### config.mk
export PLATFORM = sky130hd
export DESIGN_NAME = mem_port_arbiter
export DESIGN_NICKNAME = d
export VERILOG_FILES = /design/src/rtl/mem_port_arbiter.sv
export SDC_FILE = /design/constraint.sdc
export NUM_CORES = 1
export LEC_CHECK = 0
export BUFFER_PORTS_ARGS = -buffer_cell sky130_fd_sc_hd__buf_2
export CORE_UTILIZATION = 30
export CTS_BUF_LIST = sky130_fd_sc_hd__clkbuf_8
export DETAILED_ROUTE_END_ITERATION = 7
export GPL_ROUTABILITY_DRIVEN = 0
export HOLD_SLACK_MARGIN = 0.03
export PLACE_DENSITY = 0.56
export SLEW_MARGIN = 30
export SYNTH_ARGS = -nofsm -noshare
export SYNTH_HDL_FRONTEND = slang
export SYNTH_SLANG_ARGS = --single-unit
### constraint.sdc
create_clock -name clk -period 1.8 [get_ports clk]
set_input_delay 0 -clock clk [delete_from_list [all_inputs] [get_ports clk]]
set_output_delay 0 -clock clk [all_outputs]
set_load 0.01 [all_outputs]
### src/rtl/mem_port_arbiter.sv
`default_nettype none
// ============================================================================
// Module   : mem_port_arbiter
// Brief    : Two-port (fetch/data) arbiter onto a single ready-handshaked
//            memory port. Optional fetch starvation guard: MEM_ARB_STARVE_GUARD_EN.
// Revision : 1.0 - initial release
// ============================================================================
module mem_port_arbiter #(
    parameter int ADDR_W     = 32,
    parameter int DATA_W     = 32,
    parameter int STARVE_MAX = 3
) (
    input  logic              clk,
    input  logic              rst,
    input  logic              if_req,
    input  logic [ADDR_W-1:0] if_addr,
    output logic              if_gnt,
    output logic              if_rvalid,
    output logic [DATA_W-1:0] if_rdata,
    input  logic              d_req,
    input  logic              d_we,
    input  logic [ADDR_W-1:0] d_addr,
    input  logic [DATA_W-1:0] d_wdata,
    output logic              d_gnt,
    output logic              d_rvalid,
    output logic [DATA_W-1:0] d_rdata,
    output logic              mem_req,
    output logic              mem_we,
    output logic [ADDR_W-1:0] mem_addr,
    output logic [DATA_W-1:0] mem_wdata,
    input  logic              mem_ready,
    input  logic [DATA_W-1:0] mem_rdata,
    output logic              busy
);

    typedef enum logic [1:0] {
        IDLE   = 2'd0,
        ACCESS = 2'd1,
        RESP   = 2'd2
    } state_t;

    state_t              state_q, state_d;
    logic                owner_q, owner_d;   // 1: data port owns the access
    logic                if_gnt_q, if_gnt_d;
    logic                d_gnt_q, d_gnt_d;
    logic                if_rvalid_q, if_rvalid_d;
    logic                d_rvalid_q, d_rvalid_d;
    logic [DATA_W-1:0]   if_rdata_q, if_rdata_d;
    logic [DATA_W-1:0]   d_rdata_q, d_rdata_d;
    logic                mem_req_q, mem_req_d;
    logic                mem_we_q, mem_we_d;
    logic [ADDR_W-1:0]   mem_addr_q, mem_addr_d;
    logic [DATA_W-1:0]   mem_wdata_q, mem_wdata_d;
    logic                busy_q, busy_d;
    logic                w_pick_data;

`ifdef MEM_ARB_STARVE_GUARD_EN
    localparam int c_CNT_W = ($clog2(STARVE_MAX + 1) > 2) ? $clog2(STARVE_MAX + 1) : 2;
    localparam logic [c_CNT_W-1:0] c_STARVE_LIM = c_CNT_W'(STARVE_MAX);

    logic [c_CNT_W-1:0] starve_cnt_q, starve_cnt_d;
    logic               w_force_fetch;

    assign w_force_fetch = if_req && (starve_cnt_q == c_STARVE_LIM);
    assign w_pick_data   = d_req && !w_force_fetch;

    // Counts data wins that overtook a waiting fetch; only moves on IDLE decisions.
    always_comb begin
        starve_cnt_d = starve_cnt_q;
        if (state_q == IDLE) begin
            if (!if_req) begin
                starve_cnt_d = '0;
            end else if (w_pick_data) begin
                if (starve_cnt_q != c_STARVE_LIM) begin
                    starve_cnt_d = starve_cnt_q + c_CNT_W'(1);
                end
            end else begin
                starve_cnt_d = '0;
            end
        end
    end

    always_ff @(posedge clk) begin
        if (rst) begin
            starve_cnt_q <= '0;
        end else begin
            starve_cnt_q <= starve_cnt_d;
        end
    end
`else
    assign w_pick_data = d_req;

    // STARVE_MAX has no effect when the guard is not built.
    if (STARVE_MAX < 0) begin : g_starve_max_unused
    end
`endif

    always_comb begin
        state_d     = state_q;
        owner_d     = owner_q;
        if_gnt_d    = 1'b0;
        d_gnt_d     = 1'b0;
        if_rvalid_d = 1'b0;
        d_rvalid_d  = 1'b0;
        if_rdata_d  = if_rdata_q;
        d_rdata_d   = d_rdata_q;
        mem_req_d   = mem_req_q;
        mem_we_d    = mem_we_q;
        mem_addr_d  = mem_addr_q;
        mem_wdata_d = mem_wdata_q;

        case (state_q)
            IDLE: begin
                mem_req_d = 1'b0;
                if (if_req || d_req) begin
                    state_d   = ACCESS;
                    mem_req_d = 1'b1;
                    if (w_pick_data) begin
                        owner_d     = 1'b1;
                        d_gnt_d     = 1'b1;
                        mem_addr_d  = d_addr;
                        mem_we_d    = d_we;
                        mem_wdata_d = d_wdata;
                    end else begin
                        owner_d     = 1'b0;
                        if_gnt_d    = 1'b1;
                        mem_addr_d  = if_addr;
                        mem_we_d    = 1'b0;
                        mem_wdata_d = '0;
                    end
                end
            end
            ACCESS: begin
                if (mem_ready) begin
                    state_d   = RESP;
                    mem_req_d = 1'b0;
                    if (owner_q) begin
                        d_rvalid_d = 1'b1;
                        d_rdata_d  = mem_rdata;
                    end else begin
                        if_rvalid_d = 1'b1;
                        if_rdata_d  = mem_rdata;
                    end
                end
            end
            RESP: begin
                state_d = IDLE;
            end
            default: begin
                state_d   = IDLE;
                mem_req_d = 1'b0;
            end
        endcase

        busy_d = (state_d != IDLE);
    end

    always_ff @(posedge clk) begin
        if (rst) begin
            state_q     <= IDLE;
            owner_q     <= 1'b0;
            if_gnt_q    <= 1'b0;
            d_gnt_q     <= 1'b0;
            if_rvalid_q <= 1'b0;
            d_rvalid_q  <= 1'b0;
            if_rdata_q  <= '0;
            d_rdata_q   <= '0;
            mem_req_q   <= 1'b0;
            mem_we_q    <= 1'b0;
            mem_addr_q  <= '0;
            mem_wdata_q <= '0;
            busy_q      <= 1'b0;
        end else begin
            state_q     <= state_d;
            owner_q     <= owner_d;
            if_gnt_q    <= if_gnt_d;
            d_gnt_q     <= d_gnt_d;
            if_rvalid_q <= if_rvalid_d;
            d_rvalid_q  <= d_rvalid_d;
            if_rdata_q  <= if_rdata_d;
            d_rdata_q   <= d_rdata_d;
            mem_req_q   <= mem_req_d;
            mem_we_q    <= mem_we_d;
            mem_addr_q  <= mem_addr_d;
            mem_wdata_q <= mem_wdata_d;
            busy_q      <= busy_d;
        end
    end

    assign if_gnt    = if_gnt_q;
    assign d_gnt     = d_gnt_q;
    assign if_rvalid = if_rvalid_q;
    assign d_rvalid  = d_rvalid_q;
    assign if_rdata  = if_rdata_q;
    assign d_rdata   = d_rdata_q;
    assign mem_req   = mem_req_q;
    assign mem_we    = mem_we_q;
    assign mem_addr  = mem_addr_q;
    assign mem_wdata = mem_wdata_q;
    assign busy      = busy_q;

endmodule
`default_nettype wire

# Yosys cells after proc, flatten, opt, wreduce, memory -nomap -nowiden
# Cells that the tools add are included.
dict set report op_classes {
  reduce_logical 9
  n_addsub 0
  shifts 0
  div_mod_pow 0
  n_bitwise 6
  multipliers 0
  n_mux 13
  magnitude_cmp 0
  n_eq_ne 3
}
# cell count
set op_table {}
lappend op_table {{2-to-1 mux 32 bit} 2}
lappend op_table {{2-to-1 mux 1 bit} 7}
lappend op_table {{inverter 1 bit} 6}
lappend op_table {{AND reduction 3 bit} 2}
lappend op_table {{OR reduction 3 bit} 2}
lappend op_table {{2-to-1 mux 2 bit} 2}
lappend op_table {{one-hot mux 2 bit (2 select lines)} 1}
lappend op_table {{AND reduction 2 bit} 2}
lappend op_table {{one-hot mux 1 bit (3 select lines)} 1}
lappend op_table {{== test 2 x 1 -> 1 bit (second input constant)} 1}
lappend op_table {{== test 2 bit (second input constant)} 1}
lappend op_table {{logical NOT 2 bit} 1}
lappend op_table {{inequality test 2 bit (second input constant)} 1}
lappend op_table {{nonzero test 2 bit} 1}
lappend op_table {{logical OR 1 bit} 1}
dict set report word_totals {
  mem_count 0
  latchBits 0
  ff_bits 138
  ramBits 0
  rom_bits 0
  word_cells 44
  out_inout_bits 135
}

# Logic depth before layout (Yosys ltp)
dict set report depth {
  ltp_word 4
  depth_mapped 6
  mapped_depth_nobuf 3
}

# Worst setup path after synthesis
# No wires, ideal clock.
dict set report synth_path {
  path_kind {reg2reg}
  from {register state_q[1]}
  to {register mem_addr_q[10], in the netlist mem_addr[10]}
  path_slack_ns 0.491
  setup_time_ns 0.134
  synth_period_minus_slack_ns 1.309
  stages_incl_launch_ff 6
  arrival_ns 1.175
  path_buffers 2
  path_cell_list {dfxtp_1 -> buf_4 -> or2_2 -> nor2_2 -> buf_2 -> a211oi_1}
}
dict set report synth_between {
  elab_chain_cells 2
}
# item line_no
set synth_rtl {}
lappend synth_rtl {{from (decl)} 42} ;# state_t state_q, state_d;
lappend synth_rtl {{from (signal assigned)} 174} ;# state_q <= state_d;
lappend synth_rtl {{logical NOT 2 bit} 112} ;# case (state_q)
lappend synth_rtl {{AND reduction 2 bit (no line)} -}
lappend synth_rtl {{to (signal assigned)} 184} ;# mem_addr_q <= mem_addr_d;
lappend synth_rtl {{to (decl)} 52} ;# logic [ADDR_W-1:0] mem_addr_q, mem_addr_d;
# Every way passes these cells.
# A chain may end at the register's enable or synchronous reset.

# Worst setup path in the final report
dict set report layout_path {
  from {input d_req}
  to {register mem_addr_q[5], in the netlist mem_addr[5]}
}
dict set report layout_between {
  elab_chain_cells 2
  elab_cells_between_ends 3
  classes_between {mux (1); reduce/logical (2)}
}
# item line_no
set layout_rtl {}
lappend layout_rtl {{from (decl)} 20} ;# input logic d_req,
lappend layout_rtl {{logical OR 1 bit} 115} ;# if (if_req || d_req) begin
lappend layout_rtl {{AND reduction 2 bit (no line)} -}
# Parallel ways exist; a longest one is shown, timed or not.

==> results.py <==
metrics = {
    "cts": {
        "cts_buffer_depth": 2,
        "cts_tree": "yes",
        "insertion_delay_ps": 430,
        "clk_pin_slew_worst_paths_ps": 70,
        "cts_root_buf": "clkbuf_8",
        "cts_buffers": 17,
        "cts_max_level": 4,
        "clock-sinks": 138,
    },
    "timing": {
        "holdWs_ps": 316,
        "finalHoldViolCount": 0,
        "rsz0062_at_grt": "false",
        "slew-limit-headroom_pct": 51.9,
        "fin_crit_sh_pct": 92.3,
        "slew_violations": 0,
        "max_freq_mhz": 602,
        "tightest_slew_ps": 721,
        "setup_violations": 0,
        "skew_ps": 9.02,
        "min_period_ps": 1660,
        "fin_tns_setup_ps": 0,
    },
    "setup_path": {
        "critPathLaunch": "d_req",
        "cpMostUsedCell": "dlygate4sd3_1",
        "crit_type": "input port to flip-flop",
        "crit_required_ps": 2150,
        "cp.arrival_ps": 2010,
        "crit_path_top_delay_cell": "dlygate4sd3_1",
        "critical-path-max-stage-delay_ps": 580,
        "rr_startpoint": "state_q[1]$_SDFF_PP0_",
        "crit_fanout": 33,
        "startpoint_type": "input port",
        "cp_cell_sequence": "dlygate4sd3_1 -> buf_2 -> buf_6 -> mux2i_1 -> dlygate4sd3_1 -> a211oi_1",
        "setup.worst_path.end_class": "flip-flop",
    },
    "routing": {
        "drc_errors": 0,
        "drt_iter0_markers": 227,
        "drt-total-wl_um": 16400,
        "first_pass_iters": 4,
        "ant_nets": 0,
        "vias_per_cell": 4.57,
        "wl_per_cell_um": 14.0,
        "vias": 5371,
    },
    "die": {
        "start_util_pct": 30.6,
        "coreArea_mm2": 0.0166,
        "die_w_um": 132,
        "boundaryPins": 269,
        "dieArea_mm2": 0.0175,
        "fp.dieH_um": 132,
        "num_rows": 47,
    },
    "cells_and_area": {
        "most-common-layout-cells": "buf_2 (267), nand2_1 (140), dfxtp_1 (138), dlygate4sd3_1 (133), a21oi_1 (110)",
        "final_common_cell": "buf_2",
        "drive_gt1_share_pct": 33.4,
        "syn_to_final_growth_pct": 65.5,
        "nets": 1076,
        "stdcell_area_mm2": 0.00841,
        "diodes": 0,
    },
    "synthesis": {
        "synth_top_area_share_pct": 54.4,
        "yosys_warnings": 0,
        "syn_area_per_cell_um2": 9.08,
        "yosys.area.top_type": "dfxtp_1",
        "yosysSeqAreaShare_pct": 54.4,
        "synthCells": 560,
        "synthDistinctLibCells": 28,
        "ys_seq_elements": 138,
        "synthTopCellsByArea": "dfxtp_1 (54%), a21oi_1 (11%), nand2_1 (10%)",
        "syn_nets": 694,
        "synth.cell_area_mm2": 0.00508,
    },
    "placement": {
        "dpl_cell_area_mm2": 0.00663,
        "io_buffers": 268,
        "place_hpwl_um": 9950,
    },
    "power": {
        "powerDensity_mw_per_mm2": 879,
        "power.leakage_nw": 3.85,
        "peakVddDrop_mv": 0.456,
    },
    "global_route": {
        "grt_overflow_total": 0,
        "grt_pass1_wl_um": 26700,
        "grt_pass1_vias": 5367,
        "grt_max_degree": 67,
        "grt_antenna_before_repair": 0,
        "grt_usage_pct": 19.1,
    },
    "flow_run": {
        "max_cap_viol_count": 0,
    },
    "worst_hold_path": {
        "hp-start": "d_wdata[7]",
        "holdCritPathClass": "input port to flip-flop",
    },
    "status": {
        "status": "complete, no violations",
    },
}
## area by class of cell
| class | count | area [um^2] |
|---|---|---|
| tap | 220 | 275 |
| clock buffer | 20 | 275 |
| multi-input combinational | 369 | 2070 |
| clock inverter | 11 | 168 |
| fill | 1614 | 8170 |
| sequential | 138 | 2760 |
| timing repair buffer | 415 | 2860 |
| inverter | 1 | 3.75 |
## critical path: cells and delay by family
family                 cells  cell delay (ps)
buffers and inverters      4             1610
AOI/OAI and AO/OA          1              220
muxes                      1              140
## per-layer routing
metal  global-route usage (%)  vias up  part of all wire [%]
met5                        0        -                     0
li1                         -     2690                     -
met3                     5.65       33                   5.5
met4                     8.53        0                   2.6
met1                     22.9     2448                    44
met2                     31.6      200                    48
## worst paths after layout
| kind | slack (ps) | endpoint | cells after the start |
|---|---|---|---|
| min | 320 | mem_wdata[7]$_SDFFE_PP0P_ | 3 |
| max | 140 | mem_addr[5]$_SDFFE_PP0P_ | 6 |
| min reg2reg | 450 | d_rdata[12]$_SDFFE_PP0P_ | 2 |
| max reg2reg | 280 | mem_addr[8]$_SDFFE_PP0P_ | 4 |
## metrics by stage
stage,setup slack (ps),std cells,utilization (%),total power [W]
after floorplan,491,560,-,0.00395
after global placement,312,1010,40.0,0.00443
final,138,1174,50.7,0.00740
after detailed placement,291,1010,40.0,0.00443
after CTS,21.9,1174,50.7,0.00751
after global routing,48.2,1174,50.7,0.00777
## state kept, by name, summed over array words and instances (netlist names)
name,cells
busy,1
d_gnt,1
d_rdata,32
d_rvalid,1
if_gnt,1
if_rdata,32
if_rvalid,1
mem_addr,32
mem_req,1
mem_wdata,32
mem_we,1
owner_q,1
state_q,2
## synth_stat cells
| cell | number |
|---|---|
| dfxtp_1 | 138 |
| nor3b_1 | 2 |
| a21oi_1 | 110 |
| nor3b_2 | 1 |
| nor4bb_1 | 1 |
| or2_2 | 1 |
| inv_1 | 1 |
| clkbuf_1 | 19 |
| buf_2 | 23 |
| nor2_4 | 1 |
| and4b_1 | 1 |
| nor3_1 | 1 |
| mux2i_1 | 32 |
| o21ai_0 | 12 |
| buf_4 | 3 |
| a21oi_4 | 1 |
| nand4bb_1 | 1 |
| nand4b_1 | 1 |
| nor2_2 | 1 |
| or2_1 | 1 |
| nor2b_1 | 2 |
| nand2_1 | 140 |
| buf_6 | 4 |
| a211oi_1 | 32 |
| nand2b_1 | 1 |
| a22o_1 | 23 |
| buf_1 | 3 |
| nor2_1 | 4 |
## report_power, final
group	switching, W	internal (W)	total, W
logic	0.000619	0.000658	0.00128
clock network	0.00117	0.00161	0.00279
registers	0.0000944	0.00324	0.00333
total	0.00189	0.00551	0.00740
## kinds of logic (layout without fill, tap and decap cells)
group,after synthesis,count (layout),synth area share (%)
flip-flops,138,138,54.4
buffers and inverters,53,447,5.29
multiplexers,32,32,6.30
AND/OR/NAND/NOR,159,159,13.0
AO/OA/AOI/OAI,178,178,21.0
## repair_timing
item | 4_1_cts | 5_1_grt
resized for setup | 0 | 1
endpoints found under the setup margin | 0 | 25
hold buffers | 133 | 0
hold endpoints to repair | 134 | 0
setup buffers | 0 | 0
Note: power is estimated with default switching activity, not from simulation.
